[config.mk]
export PLATFORM = sky130hd
export DESIGN_NAME = arm_pipelined_control_pipeline_flat
export DESIGN_NICKNAME = d
export VERILOG_FILES = /design/src/rtl/arm_ctrl_pkg.sv /design/src/rtl/arm_pipelined_control_pipeline_if.sv /design/src/rtl/arm_cond_unit.sv /design/src/rtl/arm_pipelined_control_pipeline.sv /design/src/flat_wrapper.sv
export SDC_FILE = /design/constraint.sdc
export NUM_CORES = 1
export LEC_CHECK = 0
export ABC_AREA = 1
export CAP_MARGIN = 5
export CORE_ASPECT_RATIO = 1.25
export CORE_MARGIN = 1
export CORE_UTILIZATION = 44
export CTS_BUF_LIST = sky130_fd_sc_hd__clkbuf_4 sky130_fd_sc_hd__clkbuf_8 sky130_fd_sc_hd__clkbuf_16
export DETAILED_ROUTE_END_ITERATION = 8
export PLACE_DENSITY = 0.78
export RECOVER_POWER = 50
export SYNTH_ARGS = -nofsm -noshare
export SYNTH_HDL_FRONTEND = slang
export SYNTH_HIERARCHICAL = 1
export SYNTH_SLANG_ARGS = --single-unit
[constraint.sdc]
create_clock -name i_CLK -period 1.8 [get_ports i_CLK]
set_input_delay 0.45 -clock i_CLK [delete_from_list [all_inputs] [get_ports i_CLK]]
set_output_delay 0.45 -clock i_CLK [all_outputs]
set_load 0.05 [all_outputs]
[src/rtl/arm_ctrl_pkg.sv]
// Shared types for the ARM pipelined controller: condition codes,
// data-processing commands, ALU encodings and the stage control bundle.
package arm_ctrl_pkg;

    typedef enum logic [3:0] {
        COND_EQ = 4'b0000, COND_NE = 4'b0001,
        COND_CS = 4'b0010, COND_CC = 4'b0011,
        COND_MI = 4'b0100, COND_PL = 4'b0101,
        COND_VS = 4'b0110, COND_VC = 4'b0111,
        COND_HI = 4'b1000, COND_LS = 4'b1001,
        COND_GE = 4'b1010, COND_LT = 4'b1011,
        COND_GT = 4'b1100, COND_LE = 4'b1101,
        COND_AL = 4'b1110, COND_NV = 4'b1111
    } cond_e;

    typedef enum logic [3:0] {
        CMD_AND = 4'b0000,
        CMD_EOR = 4'b0001,
        CMD_SUB = 4'b0010,
        CMD_ADD = 4'b0100,
        CMD_TST = 4'b1000,
        CMD_CMP = 4'b1010,
        CMD_ORR = 4'b1100
    } dp_cmd_e;

    localparam logic [1:0] OP_DP  = 2'b00;
    localparam logic [1:0] OP_MEM = 2'b01;
    localparam logic [1:0] OP_BR  = 2'b10;

    localparam logic [2:0] ALU_ADD = 3'b000;
    localparam logic [2:0] ALU_SUB = 3'b001;
    localparam logic [2:0] ALU_AND = 3'b010;
    localparam logic [2:0] ALU_ORR = 3'b011;
    localparam logic [2:0] ALU_EOR = 3'b100;

    // All-zero value of this bundle is a NOP.
    typedef struct packed {
        cond_e      cond;
        logic       reg_w;
        logic       mem_w;
        logic       mem_to_reg;
        logic       alu_src;
        logic       branch;
        logic       pcs;
        logic       no_write;
        logic [1:0] flag_w;
        logic [2:0] alu;
    } ctrl_t;

endpackage

[src/rtl/arm_pipelined_control_pipeline_if.sv]
// Decode-side inputs and stage-qualified control outputs of the
// ARM pipelined controller.
interface arm_pipelined_control_pipeline_if #(
    parameter int ALU_CTRL_W = 2
);
    logic [3:0]            i_Cond_D;
    logic [1:0]            i_Op_D;
    logic [5:0]            i_Funct_D;
    logic [3:0]            i_Rd_D;
    logic [3:0]            i_ALU_Flags_E;
    logic                  i_Flush_E;
    logic [1:0]            o_Reg_Src_D;
    logic [1:0]            o_Imm_Src_D;
    logic [ALU_CTRL_W-1:0] o_ALU_Control_E;
    logic                  o_ALU_Src_E;
    logic                  o_Branch_Taken_E;
    logic                  o_Mem_Write_M;
    logic                  o_Reg_Write_M;
    logic                  o_Mem_To_Reg_E;
    logic                  o_Reg_Write_W;
    logic                  o_Mem_To_Reg_W;
    logic                  o_PC_Src_W;
    logic                  o_PC_Wr_Pending_F;
    logic [3:0]            o_Flags;

    modport master (
        output i_Cond_D, i_Op_D, i_Funct_D, i_Rd_D,
        output i_ALU_Flags_E, i_Flush_E,
        input  o_Reg_Src_D, o_Imm_Src_D, o_ALU_Control_E,
        input  o_ALU_Src_E, o_Branch_Taken_E, o_Mem_Write_M,
        input  o_Reg_Write_M, o_Mem_To_Reg_E, o_Reg_Write_W,
        input  o_Mem_To_Reg_W, o_PC_Src_W, o_PC_Wr_Pending_F,
        input  o_Flags
    );

    modport slave (
        input  i_Cond_D, i_Op_D, i_Funct_D, i_Rd_D,
        input  i_ALU_Flags_E, i_Flush_E,
        output o_Reg_Src_D, o_Imm_Src_D, o_ALU_Control_E,
        output o_ALU_Src_E, o_Branch_Taken_E, o_Mem_Write_M,
        output o_Reg_Write_M, o_Mem_To_Reg_E, o_Reg_Write_W,
        output o_Mem_To_Reg_W, o_PC_Src_W, o_PC_Wr_Pending_F,
        output o_Flags
    );
endinterface

[src/rtl/arm_cond_unit.sv]
// Combinational ARM condition check of a 4-bit cond field against NZCV.
// Encoding 1111 never executes.
module arm_cond_unit
    import arm_ctrl_pkg::*;
(
    input  cond_e      cond,
    input  logic [3:0] flags,
    output logic       cond_ex
);
    logic n, z, c, v, ge;

    assign {n, z, c, v} = flags;
    assign ge = (n == v);

    always_comb begin
        cond_ex = 1'b0;
        unique case (cond)
            COND_EQ: cond_ex = z;
            COND_NE: cond_ex = ~z;
            COND_CS: cond_ex = c;
            COND_CC: cond_ex = ~c;
            COND_MI: cond_ex = n;
            COND_PL: cond_ex = ~n;
            COND_VS: cond_ex = v;
            COND_VC: cond_ex = ~v;
            COND_HI: cond_ex = c & ~z;
            COND_LS: cond_ex = ~c | z;
            COND_GE: cond_ex = ge;
            COND_LT: cond_ex = ~ge;
            COND_GT: cond_ex = ~z & ge;
            COND_LE: cond_ex = z | ~ge;
            COND_AL: cond_ex = 1'b1;
            COND_NV: cond_ex = 1'b0;
        endcase
    end
endmodule

[src/rtl/arm_pipelined_control_pipeline.sv]
// ARM pipelined controller: decoder, conditional execution and the
// D->E->M->W control registers plus the architectural NZCV register.
module arm_pipelined_control_pipeline
    import arm_ctrl_pkg::*;
#(
    parameter int ALU_CTRL_W = 2,
    parameter bit EXT_ALU    = 1'b0
) (
    input logic i_CLK,
    input logic i_RST,
    arm_pipelined_control_pipeline_if.slave bus
);
    ctrl_t      dec, de, gated, em, mw;
    logic [1:0] reg_src, imm_src;
    logic [3:0] flags;
    logic       cond_ex;
    logic       dp_ok, arith, s_bit;

    assign s_bit = bus.i_Funct_D[0];

    always_comb begin
        dec     = '0;
        reg_src = '0;
        imm_src = '0;
        dp_ok   = 1'b0;
        arith   = 1'b0;
        if (!i_RST) begin
            unique case (1'b1)
                (bus.i_Op_D == OP_DP): begin
                    dp_ok = 1'b1;
                    unique case (dp_cmd_e'(bus.i_Funct_D[4:1]))
                        CMD_ADD: begin dec.alu = ALU_ADD; arith = 1'b1; end
                        CMD_SUB: begin dec.alu = ALU_SUB; arith = 1'b1; end
                        CMD_AND: dec.alu = ALU_AND;
                        CMD_ORR: dec.alu = ALU_ORR;
                        CMD_CMP: begin
                            dec.alu      = ALU_SUB;
                            arith        = 1'b1;
                            dec.no_write = 1'b1;
                        end
                        CMD_EOR: begin
                            if (EXT_ALU) dec.alu = ALU_EOR;
                            else         dp_ok   = 1'b0;
                        end
                        CMD_TST: begin
                            if (EXT_ALU) begin
                                dec.alu      = ALU_AND;
                                dec.no_write = 1'b1;
                            end else begin
                                dp_ok = 1'b0;
                            end
                        end
                        default: dp_ok = 1'b0;
                    endcase
                    if (dp_ok) begin
                        dec.reg_w   = 1'b1;
                        dec.alu_src = bus.i_Funct_D[5];
                        dec.flag_w  = {s_bit, s_bit & arith};
                    end else begin
                        dec = '0;
                    end
                end
                (bus.i_Op_D == OP_MEM): begin
                    dec.alu_src = 1'b1;
                    dec.alu     = ALU_ADD;
                    imm_src     = 2'b01;
                    if (bus.i_Funct_D[0]) begin
                        dec.reg_w      = 1'b1;
                        dec.mem_to_reg = 1'b1;
                    end else begin
                        dec.mem_w = 1'b1;
                        reg_src   = 2'b10;
                    end
                end
                (bus.i_Op_D == OP_BR): begin
                    dec.branch  = 1'b1;
                    dec.alu_src = 1'b1;
                    imm_src     = 2'b10;
                    reg_src     = 2'b01;
                end
                default: ;
            endcase
            dec.cond = cond_e'(bus.i_Cond_D);
            dec.pcs  = ((bus.i_Rd_D == 4'd15) & dec.reg_w) | dec.branch;
        end
    end

    always_ff @(posedge i_CLK) begin
        if (i_RST || bus.i_Flush_E) de <= '0;
        else                        de <= dec;
    end

    arm_cond_unit u_cond (
        .cond    (de.cond),
        .flags   (flags),
        .cond_ex (cond_ex)
    );

    // Failed-condition instructions travel on as harmless bubbles.
    always_comb begin
        gated        = de;
        gated.reg_w  = de.reg_w & cond_ex & ~de.no_write;
        gated.mem_w  = de.mem_w & cond_ex;
        gated.pcs    = de.pcs & cond_ex & ~de.no_write;
        gated.branch = de.branch & cond_ex;
        gated.flag_w = de.flag_w & {2{cond_ex}};
    end

    always_ff @(posedge i_CLK) begin
        if (i_RST) begin
            em    <= '0;
            mw    <= '0;
            flags <= '0;
        end else begin
            em <= gated;
            mw <= em;
            if (gated.flag_w[1]) flags[3:2] <= bus.i_ALU_Flags_E[3:2];
            if (gated.flag_w[0]) flags[1:0] <= bus.i_ALU_Flags_E[1:0];
        end
    end

    logic unused_mw;
    assign unused_mw = ^{mw.cond, mw.mem_w, mw.alu_src, mw.branch,
                         mw.no_write, mw.flag_w, mw.alu};

    assign bus.o_Reg_Src_D       = reg_src;
    assign bus.o_Imm_Src_D       = imm_src;
    assign bus.o_ALU_Control_E   = ALU_CTRL_W'(de.alu);
    assign bus.o_ALU_Src_E       = de.alu_src;
    assign bus.o_Branch_Taken_E  = gated.branch;
    assign bus.o_Mem_To_Reg_E    = de.mem_to_reg;
    assign bus.o_Mem_Write_M     = em.mem_w;
    assign bus.o_Reg_Write_M     = em.reg_w;
    assign bus.o_Reg_Write_W     = mw.reg_w;
    assign bus.o_Mem_To_Reg_W    = mw.mem_to_reg;
    assign bus.o_PC_Src_W        = mw.pcs;
    assign bus.o_PC_Wr_Pending_F = dec.pcs | de.pcs | em.pcs;
    assign bus.o_Flags           = flags;
endmodule

[src/flat_wrapper.sv]
// flat-port wrapper written by rule: the top's interface ports become plain ports
module arm_pipelined_control_pipeline_flat import arm_ctrl_pkg::*;
#(
    parameter int ALU_CTRL_W = 2,
    parameter bit EXT_ALU    = 1'b0
)
  (i_CLK, i_RST, bus_i_Cond_D, bus_i_Op_D, bus_i_Funct_D, bus_i_Rd_D, bus_i_ALU_Flags_E, bus_i_Flush_E, bus_o_Reg_Src_D, bus_o_Imm_Src_D, bus_o_ALU_Control_E, bus_o_ALU_Src_E, bus_o_Branch_Taken_E, bus_o_Mem_Write_M, bus_o_Reg_Write_M, bus_o_Mem_To_Reg_E, bus_o_Reg_Write_W, bus_o_Mem_To_Reg_W, bus_o_PC_Src_W, bus_o_PC_Wr_Pending_F, bus_o_Flags);
  arm_pipelined_control_pipeline_if #(.ALU_CTRL_W(ALU_CTRL_W)) bus_i ();
  input logic i_CLK;
  input logic i_RST;
  input wire logic [$bits(bus_i.i_Cond_D)-1:0] bus_i_Cond_D;
  input wire logic [$bits(bus_i.i_Op_D)-1:0] bus_i_Op_D;
  input wire logic [$bits(bus_i.i_Funct_D)-1:0] bus_i_Funct_D;
  input wire logic [$bits(bus_i.i_Rd_D)-1:0] bus_i_Rd_D;
  input wire logic [$bits(bus_i.i_ALU_Flags_E)-1:0] bus_i_ALU_Flags_E;
  input wire logic [$bits(bus_i.i_Flush_E)-1:0] bus_i_Flush_E;
  output wire logic [$bits(bus_i.o_Reg_Src_D)-1:0] bus_o_Reg_Src_D;
  output wire logic [$bits(bus_i.o_Imm_Src_D)-1:0] bus_o_Imm_Src_D;
  output wire logic [$bits(bus_i.o_ALU_Control_E)-1:0] bus_o_ALU_Control_E;
  output wire logic [$bits(bus_i.o_ALU_Src_E)-1:0] bus_o_ALU_Src_E;
  output wire logic [$bits(bus_i.o_Branch_Taken_E)-1:0] bus_o_Branch_Taken_E;
  output wire logic [$bits(bus_i.o_Mem_Write_M)-1:0] bus_o_Mem_Write_M;
  output wire logic [$bits(bus_i.o_Reg_Write_M)-1:0] bus_o_Reg_Write_M;
  output wire logic [$bits(bus_i.o_Mem_To_Reg_E)-1:0] bus_o_Mem_To_Reg_E;
  output wire logic [$bits(bus_i.o_Reg_Write_W)-1:0] bus_o_Reg_Write_W;
  output wire logic [$bits(bus_i.o_Mem_To_Reg_W)-1:0] bus_o_Mem_To_Reg_W;
  output wire logic [$bits(bus_i.o_PC_Src_W)-1:0] bus_o_PC_Src_W;
  output wire logic [$bits(bus_i.o_PC_Wr_Pending_F)-1:0] bus_o_PC_Wr_Pending_F;
  output wire logic [$bits(bus_i.o_Flags)-1:0] bus_o_Flags;
  assign bus_i.i_Cond_D = bus_i_Cond_D;
  assign bus_i.i_Op_D = bus_i_Op_D;
  assign bus_i.i_Funct_D = bus_i_Funct_D;
  assign bus_i.i_Rd_D = bus_i_Rd_D;
  assign bus_i.i_ALU_Flags_E = bus_i_ALU_Flags_E;
  assign bus_i.i_Flush_E = bus_i_Flush_E;
  assign bus_o_Reg_Src_D = bus_i.o_Reg_Src_D;
  assign bus_o_Imm_Src_D = bus_i.o_Imm_Src_D;
  assign bus_o_ALU_Control_E = bus_i.o_ALU_Control_E;
  assign bus_o_ALU_Src_E = bus_i.o_ALU_Src_E;
  assign bus_o_Branch_Taken_E = bus_i.o_Branch_Taken_E;
  assign bus_o_Mem_Write_M = bus_i.o_Mem_Write_M;
  assign bus_o_Reg_Write_M = bus_i.o_Reg_Write_M;
  assign bus_o_Mem_To_Reg_E = bus_i.o_Mem_To_Reg_E;
  assign bus_o_Reg_Write_W = bus_i.o_Reg_Write_W;
  assign bus_o_Mem_To_Reg_W = bus_i.o_Mem_To_Reg_W;
  assign bus_o_PC_Src_W = bus_i.o_PC_Src_W;
  assign bus_o_PC_Wr_Pending_F = bus_i.o_PC_Wr_Pending_F;
  assign bus_o_Flags = bus_i.o_Flags;
  arm_pipelined_control_pipeline #(.ALU_CTRL_W(ALU_CTRL_W), .EXT_ALU(EXT_ALU)) u_core (.i_CLK(i_CLK), .i_RST(i_RST), .bus(bus_i));
endmodule
# Yosys cells after proc, flatten, opt, wreduce, memory -nomap -nowiden
# Cells that the tools add are included.
classes:
  reduce_logical: 10
  n_eq_ne: 23
  mux: 29
  bitwise: 24
op_table:
  columns: ["cell", "n"]
  rows:
  - ["== test 4 bit, second input constant", 11]
  - ["== test 4 x 3 -> 1 bit, second input constant", 5]
  - ["one-hot mux 1 bit (16 select lines)", 1]
  - ["two-way mux 1 bit", 13]
  - ["== test 4 x 2 -> 1 bit, second input constant", 3]
  - ["bitwise AND 1 bit", 10]
  - ["two-way mux 2 bit", 5]
  - ["two-way mux 3 bit", 3]
  - ["logical NOT 4 bit", 2]
  - ["NOT 1 bit", 8]
  - ["one-hot mux 2 bit (2 select lines)", 2]
  - ["two-way mux 7 bit", 1]
  - ["one-hot mux 2 bit (3 select lines)", 1]
  - ["one-hot mux 3 bit (2 select lines)", 1]
  - ["OR reduction 2 bit", 3]
  - ["OR 1 bit", 5]
  - ["OR reduction 5 bit", 1]
  - ["== test 4 x 1 -> 1 bit, second input constant", 1]
  - ["one-hot mux 1 bit (2 select lines)", 2]
  - ["OR reduction 4 bit", 1]
  - ["OR reduction 3 bit", 1]
  - ["bitwise AND 2 bit", 1]
  - ["== test 2 x 1 -> 1 bit, second input constant", 1]
  - ["== test 2 bit, second input constant", 1]
  - ["other kinds (3)", 3]
word_totals:
  reg_bits: 26
  in_bits: 23
  out_inout_bits: 19
  elab_cells: 105

# Depth between registers and ports, before layout
logic_depth:
  word_depth: 13
  depth_mapped: 14

# Modules after synthesis
# Netlist, hierarchy kept.
by_module_without_submodules:
  columns: ["module", "area_per_inst_um2", "cells_each", "seq_area_each_um2", "n_inst"]
  rows:
  - ["arm_pipelined_control_pipeline", 1018.5, 123, 520.5, 1]
  - ["arm_cond_unit", 205.2, 45, 0.0, 1]

# Worst setup path before layout
# Ideal clock, no wire load.
synth_timing:
  path_type: "input to output"
  startpoint: "in bus_i_Op_D[1]"
  endpoint: "out bus_o_Reg_Src_D[1]"
  setup_slack_ns: -0.407
  t_arrival_ns: 1.757
  t_required_ns: 1.350
  stages: 4
  path_cell_list: "inv_1 -> ha_1 -> inv_1 -> nor3_1"
synth_via:
  elab_chain_cells: 3
  word_cells_on_any_way: 4
  cone_classes: "eq/ne (2); mux (2)"
synth_lines:
  columns: ["element", "line_no", "text"]
  rows:
  - ["start: declaration", "flat_wrapper.sv:12", "input wire logic [$bits(bus_i.i_Op_D)-1:0] bus_i_Op_D;"]
  - ["== test 2 bit or == test 2 x 1 -> 1 bit (tied branches)", "arm_pipelined_control_pipeline.sv:75, arm_pipelined_control_pipeline.sv:63", null]
  - ["one-hot mux 2 bit (2 select lines) (*)", "arm_pipelined_control_pipeline.sv:28", "unique case (1'b1)"]
  - ["two-way mux 2 bit (*)", "arm_pipelined_control_pipeline.sv:27", "if (!i_RST) begin"]
  - ["end: declaration", "flat_wrapper.sv:17", "output wire logic [$bits(bus_i.o_Reg_Src_D)-1:0] bus_o_Reg_Src_D;"]
# Every way passes the cells marked *; elsewhere a longest branch is shown, timed or not.

# Worst setup path after layout
layout_timing:
  startpoint: "reg u_core.flags[3], in the netlist u_core/bus.o_Flags[3]"
  endpoint: "out bus_o_Branch_Taken_E"
layout_via:
  elab_chain_cells: 5
  word_cells_on_any_way: 7
  cone_classes: "eq/ne (1); mux (1); bitwise (5)"
layout_lines:
  columns: ["element", "line_no", "text"]
  rows:
  - ["start: declaration", "arm_pipelined_control_pipeline.sv:15", "logic [3:0] flags;"]
  - ["start signal: assignment", "arm_pipelined_control_pipeline.sv:117", "if (gated.flag_w[1]) flags[3:2] <= bus.i_ALU_Flags_E[3:2];"]
  - ["== test 1 bit", "arm_cond_unit.sv:13", "assign ge = (n == v);"]
  - ["NOT 1 bit", "arm_cond_unit.sv:29, arm_cond_unit.sv:31", null]
  - ["OR 1 bit", "arm_cond_unit.sv:31", "COND_LE: cond_ex = z | ~ge;"]
  - ["one-hot mux 1 bit (16 select lines) (*)", "arm_cond_unit.sv:17", "unique case (cond)"]
  - ["net u_core.cond_ex", "arm_pipelined_control_pipeline.sv:16", "logic cond_ex;"]
  - ["bitwise AND 1 bit (*)", "arm_pipelined_control_pipeline.sv:105", "gated.branch = de.branch & cond_ex;"]
  - ["end: declaration", "flat_wrapper.sv:21", "output wire logic [$bits(bus_i.o_Branch_Taken_E)-1:0] bus_o_Branch_Taken_E;"]
# Mark *: on every way through the listed nets, which the timed path passes. The rest lies on a longest branch.

==> flow_summary.json <==
{
  "syn_avg_cell_area_um2": 7.28,
  "ys_types": 23,
  "area_growth_pct": 64.5,
  "netlist_area_um2": 1220,
  "die_area_um2": 3000,
  "drt-pass1-iter-count": 8,
  "h-tree-depth": 1,
  "final_nets": 264,
  "fill_cells": 193,
  "tightest_slew_ns": 0.593,
  "crit_start": "u_core/bus.o_Flags[3]",
  "cpMaxStageDelayCell": "dfxtp_4",
  "slew_violations": 0,
  "path_cells": "inv_4, nand2_4, nand2_2, o21ai_1, nand2_1, nand3_1, nand2_1, nand3_2, nand2_2, clkinvlp_4, buf_12",
  "skew_ns": 0.00724,
  "drc": 3,
  "r2r-start": "u_core/bus.o_Flags[3]",
  "place_congestion": 0.841,
  "syn-num-nets": 196,
  "placementRows": 21,
  "finalHoldViolations": 0,
  "drt-total-wl_mm": 3.23,
  "vias": 1294,
  "dp_hpwl_mm": 2.38,
  "outcome": "finished, violations left",
  "cellPowerDensity_nw_per_um2": 534,
  "die_y_um": 61.0,
  "grt_max_degree": 15,
  "hold_path.class": "in2reg",
  "period_minus_slack_ns": 2.14,
  "post-route-cell-area_um2": 2010,
  "critPathMaxStageDelay_ns": 0.40,
  "cts_tree": "done",
  "cp_max_fo": 4,
  "antenna_found_initial": 0,
  "cts_max_path_buffers": 2,
  "antenna_left": 0,
  "layout-drive-gt1-share_pct": 40.4,
  "rsz0062_at_grt": "yes",
  "post_dp_cell_area_um2": 1840,
  "dieWidth_um": 49.2,
  "max_cap_violations": 0,
  "netlist_instances": 168,
  "cts_buffers": 3,
  "finalSetupViolations": 2,
  "drtIter0Drc": 33,
  "max_freq_ghz": 0.467,
  "postLayoutSetupSlackWorst_ns": -0.342,
  "arrival_ns": 1.69,
  "cts_num_sinks": 26,
  "path_delay_family": "simple AND/OR/NAND/NOR gates",
  "insertion_delay_ns": 0.31,
  "path_clk_slew_ns": 0.13,
  "port_buffers": 41,
  "fin_crit_sh_pct": 119,
  "crit_buf_inv": 3,
  "initial_core_util_pct": 46.1,
  "core_um2": 2650,
  "path_class": "reg2out",
  "synth_seq_cells": 26,
  "post_drt_wl_per_cell_um": 12.0,
  "ys_warn_count": 6,
  "grt_overflow": 0,
  "p_leak_uw": 0.000931,
  "antenna_cells": 0,
  "viasPerCell": 4.81,
  "crit_path_end_kind": "primary output",
  "violations": "design-rule violations, negative setup slack",
  "max-slew-margin-rel_pct": 60.6,
  "cts_hold_buf": 0,
  "cp-start-kind": "flop",
  "synth.yosys.seq_area_share_pct": 42.5,
  "grt_pass1_wl_mm": 4.98,
  "grt_pass1_vias": 1274,
  "grt.total_usage_pct": 21.6,
  "ir_drop_mv": 0.406,
  "ioPinCount": 42,
  "hold_path_startpoint": "bus_i_Funct_D[4]",
  "place_ws_ns": -0.426,
  "crit_required_ns": 1.35,
  "root_buffer": "clkbuf_4"
}
what timing repair did:
item / 4_1_cts / 5_1_grt
setup endpoints to repair: 6 / 3
gates resized for setup: 56 / 23
pin swaps: 17 / 12
buffers inserted: 7 / 2
Yosys cell counts:
cell,instances,area (µm²)
nand2_1,34,128
inv_1,27,101
nor2_1,27,101
dfxtp_1,26,521
nand3_1,11,55.1
o21ai_0,6,30.0
ha_1,5,62.6
a21oi_1,4,20.0
buf_4,4,30.0
nor2_2,4,25.0
nor3_1,3,15.0
inv_2,2,7.51
nand3_2,2,20.0
nor3b_1,2,15.0
o211ai_1,2,15.0
o21ai_1,2,10.0
a211oi_1,1,7.51
clkinv_1,1,3.75
nand2_2,1,6.26
nand3_4,1,17.5
nand4_1,1,6.26
nor2_8,1,20.0
or2_1,1,6.26
worst register-to-register path: stages (launching register included):
cell	delay, ns
dfxtp_4	0.40
inv_4	0.05
nand2_4	0.07
nand2_2	0.07
o21ai_1	0.16
nand2_1	0.11
nand3_1	0.10
nand2_1	0.07
nand3_2	0.07
buf_4	0.13
nand2_1	0.08
o21ai_0	0.19
nor2_1	0.05
logic make-up after synthesis:
group,count (synthesis),share of synthesized area [%]
adders and majority gates,5,5.11
DFF,26,42.5
buffers and inverters,34,11.7
AOI/OAI and AO/OA,15,6.75
and+or+nand+nor,88,33.9
power breakdown:
part | internal (µW) | switching [µW] | leakage (µW) | total [µW]
clock | 102 | 153 | 0.0000184 | 254
sequential | 578 | 8.45 | 0.000215 | 586
combinational | 117 | 118 | 0.000697 | 235
total | 796 | 279 | 0.000931 | 1080
per-layer routing:
metal  GRT usage (%)  part of all wire (%)
met1            19.8                    35
met5               0                     0
met4            7.56                   2.2
met3            2.01                   3.3
met2            48.3                    60
worst paths after layout:
check | depth (start not counted) | slack [ns] | endpoint
setup reg to reg | 12 | 0.16 | u_core/bus.o_Flags[0]
setup / recovery | 11 | -0.34 | bus_o_Branch_Taken_E
hold reg to reg | 2 | 0.43 | u_core/bus.o_Mem_To_Reg_W
hold / removal | 3 | 0.42 | u_core/bus.o_ALU_Control_E[0]
state kept, by name, summed over array words and instances (netlist names), 2 cells and up:
signal / cells
u_core/bus.o_Flags: 4
u_core/em: 2
u_core/de: 11
u_core/bus.o_ALU_Control_E: 2
area by class of cell:
type	instances	area, µm²	share of cell area (%)
timing repair buffer	67	594	29.5
tap	34	42.5	2.11
sequential	26	541	26.8
clock buffer	4	30.0	1.49
multi-input combinational	108	679	33.7
inverter	30	126	6.28
cells in the final DEF, fill, tap and decap left out, types with 3 or more instances in the layout:
master and count:
o21ai_0 6, nand2_2 13, ha_1 3, nand3_2 7, nor2_1 25, nand3_1 7, inv_1 19, dlygate4sd2_1 6
clkbuf_1 8, inv_4 4, nand2_1 20, buf_12 6, buf_6 3, dfxtp_4 5, nor2_4 4, clkbuf_4 4
a21oi_1 4, clkdlybuf4s50_1 10, dfxtp_1 20, inv_2 5, buf_4 31
through the flow:
step                      cells  hold slack [ns]  util (%)  setup TNS, ns  power (µW)
after global routing        269            0.384      75.9         -0.580        1130
after floorplan             168            0.388         -              0         693
final                       269            0.419      75.9         -0.390        1080
after CTS                   267            0.399      74.2         -0.338        1070
after global placement      256            0.392      69.3          -2.23         808
after detailed placement    256            0.415      69.3          -2.39         816
(Power assumes the default switching activity.)
